## src/rtl/adder_pkg.sv

```systemverilog
// Shared types and constants for the adder_32 datapath adder.
// The overflow rule lives here so every consumer uses the same definition.
package adder_pkg;

  localparam int ADDER_WIDTH = 32;

  typedef logic [31:0] word_t;

  typedef struct packed {
    logic cout;
    logic ovf;
  } adder_flags_t;

  // Signed overflow: both operands share a sign and the result sign differs.
  function automatic logic signed_ovf(input logic a_msb, input logic b_msb, input logic s_msb);
    return (a_msb == b_msb) && (s_msb != a_msb);
  endfunction

endpackage

```

## src/rtl/adder_32_cla4.sv

```systemverilog
// 4-bit carry-lookahead slice: local sum plus group propagate/generate for the
// second-level carry network in adder_32.
module cla4
  import adder_pkg::*;
(
  input  logic [3:0] a,
  input  logic [3:0] b,
  input  logic       ci,
  output logic [3:0] s,
  output logic       P,
  output logic       G
);

  logic [3:0] p;
  logic [3:0] g;
  logic [3:0] c;

  assign p = a ^ b;
  assign g = a & b;

  // Flat lookahead carries inside the slice; G/P do not depend on ci.
  assign c[0] = ci;
  assign c[1] = g[0] | (p[0] & ci);
  assign c[2] = g[1] | (p[1] & g[0]) | (p[1] & p[0] & ci);
  assign c[3] = g[2] | (p[2] & g[1]) | (p[2] & p[1] & g[0]) | (p[2] & p[1] & p[0] & ci);

  assign s = p ^ c;
  assign P = &p;
  assign G = g[3] | (p[3] & g[2]) | (p[3] & p[2] & g[1]) | (p[3] & p[2] & p[1] & g[0]);

endmodule

```

## src/rtl/adder_32.sv

```systemverilog
// Two-level carry-lookahead adder with a combinational result and an optional
// one-cycle registered copy, built only when ADDER_REG_OUT_EN is defined.
module adder_32
  import adder_pkg::*;
#(
  parameter int WIDTH = ADDER_WIDTH
) (
  input  logic             clk,
  input  logic             reset,
  input  logic [WIDTH-1:0] a,
  input  logic [WIDTH-1:0] b,
  input  logic             cin,
  input  logic             in_valid,
  output logic [WIDTH-1:0] sum,
  output logic             cout,
  output logic             ovf,
  output logic [WIDTH-1:0] sum_q,
  output logic             cout_q,
  output logic             ovf_q,
  output logic             out_valid
);

  localparam int NSLICE = WIDTH / 4;

  logic [NSLICE-1:0] grp_p;
  logic [NSLICE-1:0] grp_g;
  logic [NSLICE:0]   carry;
  adder_flags_t      flags;

  for (genvar i = 0; i < NSLICE; i++) begin : g_slice
    cla4 u_cla4 (
      .a  (a[4*i +: 4]),
      .b  (b[4*i +: 4]),
      .ci (carry[i]),
      .s  (sum[4*i +: 4]),
      .P  (grp_p[i]),
      .G  (grp_g[i])
    );
  end

  // Second-level lookahead: each slice carry is a flat sum of products of the
  // group generate/propagate terms below it and cin.
  always_comb begin
    logic term;
    logic prop;
    carry[0] = cin;
    for (int i = 0; i < NSLICE; i++) begin
      term = 1'b0;
      prop = 1'b1;
      for (int j = i; j >= 0; j--) begin
        term = term | (grp_g[j] & prop);
        prop = prop & grp_p[j];
      end
      carry[i+1] = term | (prop & cin);
    end
  end

  assign flags.cout = carry[NSLICE];
  assign flags.ovf  = signed_ovf(a[WIDTH-1], b[WIDTH-1], sum[WIDTH-1]);
  assign cout       = flags.cout;
  assign ovf        = flags.ovf;

`ifdef ADDER_REG_OUT_EN
  // Capture stage: results load only on valid, out_valid follows in_valid every edge.
  always_ff @(posedge clk or posedge reset) begin
    if (reset) begin
      sum_q     <= {WIDTH{1'b0}};
      cout_q    <= 1'b0;
      ovf_q     <= 1'b0;
      out_valid <= 1'b0;
    end else begin
      out_valid <= in_valid;
      if (in_valid) begin
        sum_q  <= sum;
        cout_q <= flags.cout;
        ovf_q  <= flags.ovf;
      end else begin
        sum_q  <= sum_q;
        cout_q <= cout_q;
        ovf_q  <= ovf_q;
      end
    end
  end
`else
  logic unused_reg_inputs;
  assign unused_reg_inputs = ^{clk, reset, in_valid};

  assign sum_q     = {WIDTH{1'b0}};
  assign cout_q    = 1'b0;
  assign ovf_q     = 1'b0;
  assign out_valid = 1'b0;
`endif

endmodule

```

## config.mk

```make
export PLATFORM = sky130hd
export DESIGN_NAME = adder_32
export DESIGN_NICKNAME = d
export VERILOG_FILES = /design/src/rtl/adder_pkg.sv /design/src/rtl/adder_32_cla4.sv /design/src/rtl/adder_32.sv
export SDC_FILE = /design/constraint.sdc
export NUM_CORES = 1
export LEC_CHECK = 0
export CAP_MARGIN = 10
export CORE_MARGIN = 10
export CORE_UTILIZATION = 25
export DETAILED_ROUTE_END_ITERATION = 7
export PLACE_DENSITY = 0.76
export SYNTH_ARGS = -nofsm -noshare
export SYNTH_HDL_FRONTEND = slang
export SYNTH_SLANG_ARGS = --single-unit
```

## constraint.sdc

```tcl
create_clock -name vclk -period 4.1
set_input_delay 0.82 -clock vclk [all_inputs]
set_output_delay 0.82 -clock vclk [all_outputs]
set_load 0.1 [all_outputs]
```

==> results_dict.tcl <==
set metrics [dict create \
    period_needed_ns 4.03 \
    fmax_mhz 248 \
    fill_cells 508 \
    synth.most_common_cell "buf_4" \
    die_y_um 100 \
    cp_num_buf_inv 2 \
    grt_max_degree 5 \
    place.gp.congestion 0.886 \
    power_density_mw_per_mm2 389 \
    drv_cap 0 \
    synth-seq-area-share 0 \
    peakVddDrop_uv 329 \
    nClkBuffers 0 \
    drt_iter0_drc 15 \
    ys_top_cells_by_count "35 x buf_4, 32 x ha_1, 14 x xor2_1" \
    status "finished clean" \
    yosysWarnings 0 \
    cp_data_required_time_ns 3.28 \
    min_path_cells 5 \
    cp_cell_sequence "clkdlybuf4s50_1, ha_4, and4_1, a221oi_2, a31oi_4, a21oi_4, o21bai_4, fa_2, xor2_4, buf_12" \
    portBuffers 99 \
    die_width_um 100 \
    antenna_found_initial 2 \
    grt_overflow 0 \
    dr_total_vias 1796 \
    crit_cells 10 \
    hold_path.class "in2out" \
    finalSetupViolations 0 \
    core_area_mm2 0.00628 \
    dieArea_mm2 0.0100 \
    drt_wl_total_um 6130 \
    start_kind "input port" \
    timing.final.crit_share 0.984 \
    cts-hold-fix-buffers 0 \
    drive_gt1_frac 0.440 \
    fin_nets 449 \
    hold_violations 0 \
    initial_core_util 0.255 \
    worst-setup-path-type "in2out" \
    placed_cells 405 \
    synth_top_area_cell "ha_1" \
    cp_top_family "buffers and inverters" \
    ant_nets 0 \
    syn_area_per_cell_um2 8.39 \
    grt_pass1_wl_um 9640 \
    seqCellArea_um2 0 \
    netlist_instances 191 \
    grt_pass1_vias 1991 \
    synth_top_area_share 0.250 \
    area.growth.synth_to_final_pct 132 \
    seq_cell_count 0 \
    grt.total_usage 0.112 \
    rows 29 \
    hold_slack_ns 2.23 \
    synth_top_cells_by_area "ha_1 25%, buf_4 16%, fa_1 10%" \
    wl_per_cell_um 14.7 \
    critPathSlowestCell "clkdlybuf4s50_1" \
    leakagePower_nw 1.77 \
    slew_violations 0 \
    drt_first_pass_iters 3 \
    worstPathArrival_ns 3.21 \
    fin_cells 418 \
    synthDistinctLibCells 35 \
    cp_max_fo 4 \
    drt-vias-per-instance 4.30 \
    slowest_delay_ns 0.53 \
    synth_area_mm2 0.00160 \
    endpoint_kind "output port" \
    hpwl_um 5470 \
    drc 0 \
    ios 137 \
]
-- layout make-up --
| type | count | area [um2] | share of cell area |
|---|---|---|---|
| well taps | 77 | 96.3 | 0.0260 |
| diodes | 2 | 5.00 | 0.00135 |
| multi-input cells | 180 | 1900 | 0.512 |
| repair buffers | 149 | 1670 | 0.450 |
| inverters | 10 | 37.5 | 0.0101 |
-- metrics by stage --
| stage | setup WS [ns] | instance area (um2) | TNS [ns] | power, mW | util |
|---|---|---|---|---|---|
| 3_5_place_dp | -0.454 | 3400 | -3.32 | 1.40 | 0.542 |
| 3_3_place_gp | -0.391 | 3400 | -3.38 | 1.39 | 0.542 |
| 2_1_floorplan | -0.347 | 1970 | -0.405 | 0.946 | - |
| 6_report | 0.0674 | 3710 | 0 | 1.44 | 0.591 |
| 5_1_grt | -0.0113 | 3710 | -0.0161 | 1.50 | 0.591 |
| 4_1_cts | 0.00190 | 3570 | 0 | 1.43 | 0.568 |
-- path summary, 6_finish.rpt --
kind | slack (ns) | to | from
worst max-delay path | 0.07 | sum[29] | b[19]
worst min-delay path | 2.23 | sum[0] | b[0]
-- power breakdown --
part / internal, mW / leakage, nW / switching, mW
logic: 0.513 / 1.77 / 0.930
clock network: 0.0000000652 / 0.0000127 / 0
registers: 0 / 0 / 0
-- cell families (layout without fill, tap and decap cells) --
group / after synthesis / after routing / share of synthesized area
fa+ha+maj: 40 / 40 / 0.350
mux: 1 / 1 / 0.00936
compound gates: 52 / 52 / 0.237
simple gates: 29 / 29 / 0.0890
other cells: 1 / 37 / 0.00234
xor+xnor: 23 / 23 / 0.126
buf+inv: 45 / 159 / 0.187
-- cells in the final DEF, fill, tap and decap left out, types with 3 or more instances in the layout --
master / synthesis / layout
a21o_1: 10 / 10
a21oi_1: 11 / 11
buf_12: 0 / 32
buf_4: 35 / 50
clkdlybuf4s15_1: 0 / 4
clkdlybuf4s50_1: 0 / 28
conb_1: 1 / 35
dlygate4sd2_1: 0 / 20
dlymetal6s2s_1: 0 / 8
fa_1: 8 / 5
fa_2: 0 / 3
ha_1: 32 / 20
ha_4: 0 / 10
inv_1: 10 / 10
nand2_1: 6 / 6
nor2_1: 9 / 8
o21ai_1: 1 / 5
o21ai_2: 1 / 4
o21bai_1: 4 / 3
xnor2_1: 9 / 3
xnor2_2: 0 / 6
xor2_2: 0 / 9
xor2_4: 0 / 5
-- routing by layer --
| layer | GRT usage | part of all wire | wire, um |
|---|---|---|---|
| met5 | 0 | 0 | 0 |
| met1 | 0.118 | 0.37 | 2260 |
| met2 | 0.212 | 0.52 | 3180 |
| met3 | 0.0433 | 0.11 | 644 |
| met4 | 0.00761 | 0.0078 | 48 |
-- tightest hold or removal path: stages --
cell      delay, ns
clkbuf_2       0.11
inv_1          0.07
fa_1           0.15
inv_1          0.03
buf_4          0.22
-- timing repair --
item | 4_1_cts | 5_1_grt
hold endpoints to repair | 0 | 0
pin swaps | 37 | 21
resized for setup | 67 | 30
setup buffers | 8 | 3
setup endpoints to repair | 21 | 13
Note: power is estimated with default switching activity, not from simulation.
